## src/rtl/mag_cmp_pkg.sv

```systemverilog
// Shared definitions for the sequential magnitude comparator: FSM encoding
// and the chunk-count helper used to size the chunk index.
package mag_cmp_pkg;

  typedef enum logic [1:0] {
    IDLE = 2'd0,
    BUSY = 2'd1,
    DONE = 2'd2
  } state_e;

  function automatic int nchunk_f(input int width, input int chunk);
    return width / chunk;
  endfunction

endpackage

```

## src/rtl/mag_cmp_chunk.sv

```systemverilog
// Combinational CHUNK-bit unsigned compare. Flipping the MSB of both operands
// maps two's-complement ordering onto unsigned ordering for the top chunk.
module mag_cmp_chunk #(
  parameter int CHUNK = 4
) (
  input  logic [CHUNK-1:0] a,
  input  logic [CHUNK-1:0] b,
  input  logic             inv_msb,
  output logic             gt,
  output logic             lt
);

  logic [CHUNK-1:0] a_x;
  logic [CHUNK-1:0] b_x;

  always_comb begin
    a_x            = a;
    b_x            = b;
    a_x[CHUNK-1]   = a[CHUNK-1] ^ inv_msb;
    b_x[CHUNK-1]   = b[CHUNK-1] ^ inv_msb;
  end

  assign gt = (a_x > b_x);
  assign lt = (a_x < b_x);

endmodule

```

## src/rtl/mag_cmp_seq.sv

```systemverilog
// Multi-cycle magnitude comparator, CHUNK bits per cycle, MSB chunk first.
// Define MAG_CMP_EARLY_EXIT_EN to finish on the first differing chunk.
module mag_cmp_seq
  import mag_cmp_pkg::*;
#(
  parameter int WIDTH = 16,
  parameter int CHUNK = 4
) (
  input  logic             clk,
  input  logic             rst_n,
  input  logic             flush,
  input  logic             in_valid,
  output logic             in_ready,
  input  logic [WIDTH-1:0] a,
  input  logic [WIDTH-1:0] b,
  input  logic             signed_mode,
  output logic             out_valid,
  input  logic             out_ready,
  output logic             a_gt_b,
  output logic             a_lt_b,
  output logic             a_eq_b,
  output logic             busy
);

  localparam int NCHUNK = nchunk_f(WIDTH, CHUNK);
  localparam int IDXW   = (NCHUNK > 1) ? $clog2(NCHUNK) : 1;
  localparam logic [IDXW-1:0] IDX_TOP = IDXW'(NCHUNK - 1);

  if ((WIDTH % CHUNK) != 0 || NCHUNK < 1) begin : g_bad_cfg
    $error("mag_cmp_seq: WIDTH must be a positive multiple of CHUNK");
  end

  state_e            state_q, state_d;
  logic [WIDTH-1:0]  a_q, a_d, b_q, b_d;
  logic              sgn_q, sgn_d;
  logic [IDXW-1:0]   idx_q, idx_d;
  logic              decided_q, decided_d;
  logic              dgt_q, dgt_d, dlt_q, dlt_d;
  logic              gt_q, gt_d, lt_q, lt_d, eq_q, eq_d;

  logic [WIDTH-1:0]  a_sh, b_sh;
  logic              c_gt, c_lt;
  logic              new_hit, finish, fin_gt, fin_lt;

  assign a_sh = a_q >> (idx_q * CHUNK);
  assign b_sh = b_q >> (idx_q * CHUNK);

  mag_cmp_chunk #(.CHUNK(CHUNK)) u_chunk (
    .a       (a_sh[CHUNK-1:0]),
    .b       (b_sh[CHUNK-1:0]),
    .inv_msb (sgn_q & (idx_q == IDX_TOP)),
    .gt      (c_gt),
    .lt      (c_lt)
  );

  // Once a chunk has decided, lower chunks no longer influence the result.
  assign new_hit = !decided_q && (c_gt || c_lt);
  assign fin_gt  = decided_q ? dgt_q : c_gt;
  assign fin_lt  = decided_q ? dlt_q : c_lt;
`ifdef MAG_CMP_EARLY_EXIT_EN
  assign finish  = (idx_q == '0) || new_hit;
`else
  assign finish  = (idx_q == '0);
`endif

  always_ff @(posedge clk or negedge rst_n) begin
    if (!rst_n) begin
      state_q   <= IDLE;
      a_q       <= '0;
      b_q       <= '0;
      sgn_q     <= 1'b0;
      idx_q     <= IDX_TOP;
      decided_q <= 1'b0;
      dgt_q     <= 1'b0;
      dlt_q     <= 1'b0;
      gt_q      <= 1'b0;
      lt_q      <= 1'b0;
      eq_q      <= 1'b0;
    end else begin
      state_q   <= state_d;
      a_q       <= a_d;
      b_q       <= b_d;
      sgn_q     <= sgn_d;
      idx_q     <= idx_d;
      decided_q <= decided_d;
      dgt_q     <= dgt_d;
      dlt_q     <= dlt_d;
      gt_q      <= gt_d;
      lt_q      <= lt_d;
      eq_q      <= eq_d;
    end
  end

  always_comb begin
    state_d   = state_q;
    a_d       = a_q;
    b_d       = b_q;
    sgn_d     = sgn_q;
    idx_d     = idx_q;
    decided_d = decided_q;
    dgt_d     = dgt_q;
    dlt_d     = dlt_q;
    gt_d      = gt_q;
    lt_d      = lt_q;
    eq_d      = eq_q;
    if (flush) begin
      // Drop any in-flight or pending result; visible result bits stay put.
      state_d   = IDLE;
      idx_d     = IDX_TOP;
      decided_d = 1'b0;
    end else begin
      case (state_q)
        IDLE: begin
          if (in_valid) begin
            a_d       = a;
            b_d       = b;
            sgn_d     = signed_mode;
            idx_d     = IDX_TOP;
            decided_d = 1'b0;
            dgt_d     = 1'b0;
            dlt_d     = 1'b0;
            state_d   = BUSY;
          end
        end
        BUSY: begin
          if (new_hit) begin
            decided_d = 1'b1;
            dgt_d     = c_gt;
            dlt_d     = c_lt;
          end
          if (finish) begin
            state_d = DONE;
            gt_d    = fin_gt;
            lt_d    = fin_lt;
            eq_d    = !(fin_gt || fin_lt);
          end else begin
            idx_d = idx_q - 1'b1;
          end
        end
        DONE: begin
          if (out_ready) state_d = IDLE;
        end
        default: state_d = IDLE;
      endcase
    end
  end

  always_comb begin
    in_ready  = (state_q == IDLE);
    busy      = (state_q == BUSY);
    out_valid = (state_q == DONE);
    a_gt_b    = gt_q;
    a_lt_b    = lt_q;
    a_eq_b    = eq_q;
  end

endmodule

```

## config.mk

```make
export PLATFORM = sky130hd
export DESIGN_NAME = mag_cmp_seq
export DESIGN_NICKNAME = d
export VERILOG_FILES = /design/src/rtl/mag_cmp_pkg.sv /design/src/rtl/mag_cmp_chunk.sv /design/src/rtl/mag_cmp_seq.sv
export SDC_FILE = /design/constraint.sdc
export NUM_CORES = 1
export LEC_CHECK = 0
export BUFFER_PORTS_ARGS = -buffer_cell sky130_fd_sc_hd__buf_4
export CORE_MARGIN = 4
export CORE_UTILIZATION = 40
export DETAILED_ROUTE_END_ITERATION = 16
export PLACE_DENSITY_LB_ADDON = 0.3
export SLEW_MARGIN = 20
export SYNTH_ARGS = -nofsm -noshare
export SYNTH_HDL_FRONTEND = slang
export SYNTH_HIERARCHICAL = 1
export SYNTH_SLANG_ARGS = --single-unit
```

## constraint.sdc

```tcl
create_clock -name clk -period 3.2 [get_ports clk]
set_input_delay 0.16 -clock clk [delete_from_list [all_inputs] [get_ports clk]]
set_output_delay 0.16 -clock clk [all_outputs]
set_load 0.01 [all_outputs]
```

# Word level (Yosys, flattened, before mapping)
# Cells that the tools add are included.
# Widths: inputs -> output; s select.
[totals] reg_bits=43 inputBits=38 output_inout_bits=6
[op_classes] addsub=1 n_lt_le_gt_ge=2 n_eq_ne=10 n_shift=2 mux=19 bitwise_logic=4 n_reduce_logical=15
[ops] op="$shr 16x4->4" n=2
[ops] op="$reduce_and 3->1" n=5
[ops] op="$mux 2" n=7
[ops] op="$ne 3x2->1 const B" n=3
[ops] op="$mux 1" n=7
[ops] op="$ne 3x3->1 const B" n=2
[ops] op="$pmux 1 s2" n=3
[ops] op="$pmux 2 s3" n=1
[ops] op="$eq 2x2->1 const B" n=2
[ops] op="$gt 4x4->1" n=1
[ops] op="$logic_not 2->1" n=2
[ops] op="$lt 4x4->1" n=1
[ops] op="$pmux 2 s2" n=1
[ops] op="$reduce_and 4->1" n=1
[ops] op="$reduce_bool 3->1" n=1
[ops] op="$eq 2x1->1 const B" n=1
[ops] op="$logic_not 1->1" n=2
[ops] op="$logic_or 1x1->1" n=2
[ops] op="$ne 2x1->1 const B" n=1
[ops] op="$ne 2x2->1 const B" n=1
[ops] op="$reduce_bool 2->1" n=1
[ops] op="$sub 2x1->2 const B" n=1
[ops] op="$xor 1x1->1" n=2
[ops] op="$and 1x1->1" n=1
[ops] op="2 further kinds" n=2

# Longest topological paths before layout
[depth] depth_word=9 ltp_mapped=10 ltp_nobuf=10

# Cells and area by module
# The synthesis kept the hierarchy.
[modules_own_cells] mod="mag_cmp_seq" n_inst=1 cells_per_inst=140 area_per_inst_um2=1998.2
[modules_own_cells] mod="mag_cmp_chunk" n_inst=1 cells_per_inst=16 area_per_inst_um2=127.6

# Worst setup path before layout
# Ideal clock, no wire load.
[synth_timing] kind="register to register" start="reg idx_q[0]" end="reg decided_q" setup_time_ns=0.077 t_arrival_ns=2.697 t_required_ns=3.123 path_slack_ns=0.426 path_stages_with_launch=11 n_path_buf=1 path_cell_list="dfstp_2 -> buf_2 -> mux4_2 -> xor2_1 -> ha_1 -> nand2_1 -> o21bai_1 -> a2bb2oi_1 -> nor2_1 -> or3_1 -> a21oi_1"
[synth_rtl] item="from (decl)" line="mag_cmp_seq.sv:36" source="logic [IDXW-1:0] idx_q, idx_d;"
[synth_rtl] item="from (signal assigned)" line="mag_cmp_seq.sv:84" source="idx_q <= idx_d;"
[synth_rtl] item="$shr 16x4->4" line="mag_cmp_seq.sv:45" source="assign a_sh = a_q >> (idx_q * CHUNK);"
[synth_rtl] item="net a_sh[3]" line="mag_cmp_seq.sv:41" source="logic [WIDTH-1:0] a_sh, b_sh;"
[synth_rtl] item="$xor 1x1->1" line="mag_cmp_chunk.sv:19" source="a_x[CHUNK-1] = a[CHUNK-1] ^ inv_msb;"
[synth_rtl] item="$gt 4x4->1" line="mag_cmp_chunk.sv:23" source="assign gt = (a_x > b_x);"
[synth_rtl] item="net c_gt" line="mag_cmp_seq.sv:42" source="logic c_gt, c_lt;"
[synth_rtl] item="$logic_or 1x1->1" line="mag_cmp_seq.sv:57" source="assign new_hit = !decided_q && (c_gt || c_lt);"
[synth_rtl] item="$logic_and 1x1->1" line="mag_cmp_seq.sv:57"
[synth_rtl] item="$ne 3x2->1 (no line)"
[synth_rtl] item="$reduce_and 3->1 (no line)"
[synth_rtl] item="to (signal assigned)" line="mag_cmp_seq.sv:85" source="decided_q <= decided_d;"
[synth_rtl] item="to (decl)" line="mag_cmp_seq.sv:37" source="logic decided_q, decided_d;"
# The timed path passes the listed nets, and every way through them passes these cells.
# A chain may end at the register's enable or synchronous reset.

# Worst setup path in the final report
# Same ends and word-level chain as after synthesis.

==> impl_results.md <==
* RSZ-0062 raised after global routing: false
* Clock-pin slew reported for the worst setup and hold paths after clock tree synthesis at roughly 80 ps
* Core Region at ~0.0051 mm2
* Wire length per cell after detailed routing at around 15 um
* Flip-flop cell with the highest count after synthesis: sky130_fd_sc_hd__dfrtp_1
* Num ports at 44
* Total leakage power at approximately 1.2 nW
* Fraction of synthesized cell area taken by the top area cell type at around half
* Final min period at ~3000 ps
* Cell area power density at approximately 630 mW/mm2
* Reg2Reg Depth at 9
* Number of I/O port buffers at 43
* Pin count of the biggest net entering global routing at between 40 and 50
* Area leader, netlist: sky130_fd_sc_hd__dfrtp_1
* Transition time at the pin with the least slew margin at 671.8 ps
* Drt pass-1 iters at 4
* Top cells by area in the synthesized netlist: sky130_fd_sc_hd__dfrtp_1 48%, sky130_fd_sc_hd__mux2_2 17%, sky130_fd_sc_hd__mux4_2 8.5%
* Floorplan die area at 0.006545 mm2
* Total of flip-flops plus latches after synthesis at 43
* Maximum ir drop on the vdd rail at about 0.26 mV
* List of most frequent post-synthesis cells: 41 x sky130_fd_sc_hd__dfrtp_1, 33 x sky130_fd_sc_hd__mux2_2, 10 x sky130_fd_sc_hd__nor2_1, 8 x sky130_fd_sc_hd__mux4_2
* Vias at between 1000 and 1500
* Total Neg Setup Slack at 0 ps
* Clock Tree Buf Depth at 2
* Worst hold-check path type: input port to register
* Detailed Place HPWL at between 3 and 4 mm
* Initial Utilization at just over 40%
* Startpoint of the worst register-to-register path: idx_q[0]$_DFFE_PN1P_
* Peak Freq at 0.3420 GHz
* Clock tree from TritonCTS: yes
* WHS Endpoint: a_q[5]$_DFFE_PN0P_
* Nets at approximately 240
* Filler cell count at about 480
* Gate Count Post-Synth at 156
* Clk_lat worst skew at 290 ps
* Clock network fraction of total power at a little over a quarter
* Count leader, synth: sky130_fd_sc_hd__dfrtp_1
* Seq/Total Area, Yosys at 50.74%
* Number of antenna violations at the first check in global routing at 0
* Max capacitance violation total at 0
* Post-synth design cell area at around 0.0021 mm2
* Register-to-register setup slack at around 280 ps
* Number of endpoints failing setup at the final stage at 0
* Critical Path Start Type: register
* Net switching power figure at around 0.45 mW
* Critical setup path kind: register to register
* Count of distinct cell types in the synthesized netlist at 35
* Utilization after layout at roughly half
* Growth of design area from synthesis to finish at 22.95%
* Post-CTS Resized at 0
* Total wirelength of the detailed-routed design at 4.113 mm
* GRT Resource Usage Total at around 14%
* Number of nets in the synthesized netlist at 200
* Endpoint class of the critical path: register
* Cell depth of the worst hold path at 2
* Residual overflow from global routing at 0
* Number of nets with antenna violations after detailed routing at 0
* Number of global-route vias before repair at between 1500 and 2000
* Avg Cell Area, Syn at 13.63 um2
* Number of clock buffers inserted by TritonCTS at 5
* First DRT Iteration DRCs at 56
* Hold Violations, Final at 0
* Fraction of layout instances using a drive strength above 1 at between 50% and 60%
* Final standard cell count with taps included and fillers excluded at 270
* Internal Power at about 1.2 mW
* Number of remaining DRC errors at 0
* Worst relative slew slack at about 55%
* Via/cell ratio at 4.944
* Antenna diodes at 0
* First-pass GRT wire length at slightly below 7 mm
* Share of total power in sequential cells at about 45%
* Number of flops mapped to enable cells by yosys at 0
* Switching part of the total power at ~28%
* Layout Skew at 5.980 ps
* CP required at about 3400 ps
* Root buffer cell: sky130_fd_sc_hd__clkbuf_8
* Final worst path period share at between 90 and 100%
* Pins over their slew limit at 0
* Clock H-tree levels at 2
* Placed Cells at between 200 and 300
* Die X at ~81 um
* Maximum fanout encountered on the critical timing path at 12
* Clock net sink count at 43
* Data arrival time of the critical path at 3150 ps
* Routability-driven placement congestion ratio at a little over 0.8
* Critical hold path startpoint: a[5]
* Reg-to-reg critical path endpoint: decided_q$_DFFE_PN0P_
* Run status: finished clean
* Vert. Die Dim at 80.90 um
* Row count at 26
* Synth warnings at 6
* Post-synthesis async set-or-reset flop share at 100.0%
* Comb pwr share at between 20% and 30%
how the worst max path moves through the flow:
stage,from,end,slack (ps),cells past startpoint
floorplan,idx_q[0]$_DFFE_PN1P_,decided_q$_DFFE_PN0P_,430,10
global placement,idx_q[0]$_DFFE_PN1P_,decided_q$_DFFE_PN0P_,350,9
detailed placement,idx_q[0]$_DFFE_PN1P_,decided_q$_DFFE_PN0P_,280,9
CTS,idx_q[0]$_DFFE_PN1P_,decided_q$_DFFE_PN0P_,240,9
global route,idx_q[0]$_DFFE_PN1P_,decided_q$_DFFE_PN0P_,10,9
finish,idx_q[0]$_DFFE_PN1P_,decided_q$_DFFE_PN0P_,280,9
critical path: stages, from the launching register on:
cell and delay [ps]:
sky130_fd_sc_hd__dfstp_2 750, sky130_fd_sc_hd__mux4_2 560, sky130_fd_sc_hd__xor2_1 160, sky130_fd_sc_hd__ha_1 300, sky130_fd_sc_hd__nand2_1 70, sky130_fd_sc_hd__o21bai_1 160, sky130_fd_sc_hd__a2bb2oi_1 310, sky130_fd_sc_hd__nor2_1 100
sky130_fd_sc_hd__or3_1 330, sky130_fd_sc_hd__a21oi_1 130
layout by cell type, fill, tap and decap left out, drive strengths merged, types with 2 or more instances in the layout:
cell type and n:
clkbuf 6, dfrtp 41, nand2 4, o21ai 3, or3 2, buf 45, nor2 10, inv 6
mux4 8, nor3 2, nor2b 2, a21oi 6, a32o 2, mux2i 2, mux2 33, dfstp 2
nand3 2, ha 6, and2 2, a21o 2
stage by stage:
stage | power (mW) | worst slack (ps) | hold slack, ps | area (um2)
2_1_floorplan | 1.092 | 425.6 | -135.6 | 2126
3_3_place_gp | 1.200 | 347.7 | 172.4 | 2480
3_5_place_dp | 1.224 | 281.8 | 181.7 | 2480
4_1_cts | 1.665 | 239.4 | 82.94 | 2608
5_1_grt | 1.751 | 13.11 | 79.97 | 2614
6_report | 1.646 | 275.9 | 91.63 | 2614
final cells by class:
class	count	area, um2	share of cell area, %
multi-input combinational	97	959.7	36.72
clock inverter	2	35.03	1.340
tap	70	87.58	3.351
sequential	43	1079	41.26
inverter	6	22.52	0.8617
clock buffer	6	82.58	3.159
timing repair buffer	46	347.8	13.31
timing repair:
action,in CTS,in global routing
setup buffers,0,0
hold buffers,1,0
endpoints found under the hold margin,41,0
sequential cells by signal (all words and copies together) (netlist names):
name       cells
a_eq_b         1
decided_q      1
a_q           16
state_q        2
dlt_q          1
dgt_q          1
sgn_q          1
idx_q          2
a_gt_b         1
a_lt_b         1
b_q           16
cells by family after synthesis:
family,share of synthesized area [%]
and+or+nand+nor,7.946
muxes,26.90
DFF,50.74
AOI/OAI and AO/OA,5.651
buffers and inverters,4.414
adders and majority gates,3.531
xor gates and xnor gates,0.8242
power by group through the flow:
stage / logic (mW) / clock network [mW] / registers [mW]
2_1_floorplan: 0.380 / 0 / 0.712
5_1_grt: 0.532 / 0.463 / 0.756
3_5_place_dp: 0.471 / 0 / 0.753
3_3_place_gp: 0.455 / 0 / 0.746
4_1_cts: 0.480 / 0.443 / 0.742
6_report: 0.476 / 0.429 / 0.740
per-layer routing:
layer	global-route usage, %	vias up	part of all wire, %
li1	-	645	-
met3	3.104	7	4.1
met2	24.55	27	53
met4	7.095	0	2.2
met1	16.07	656	41
met5	0	-	0
Note: power is estimated with default switching activity, not from simulation.
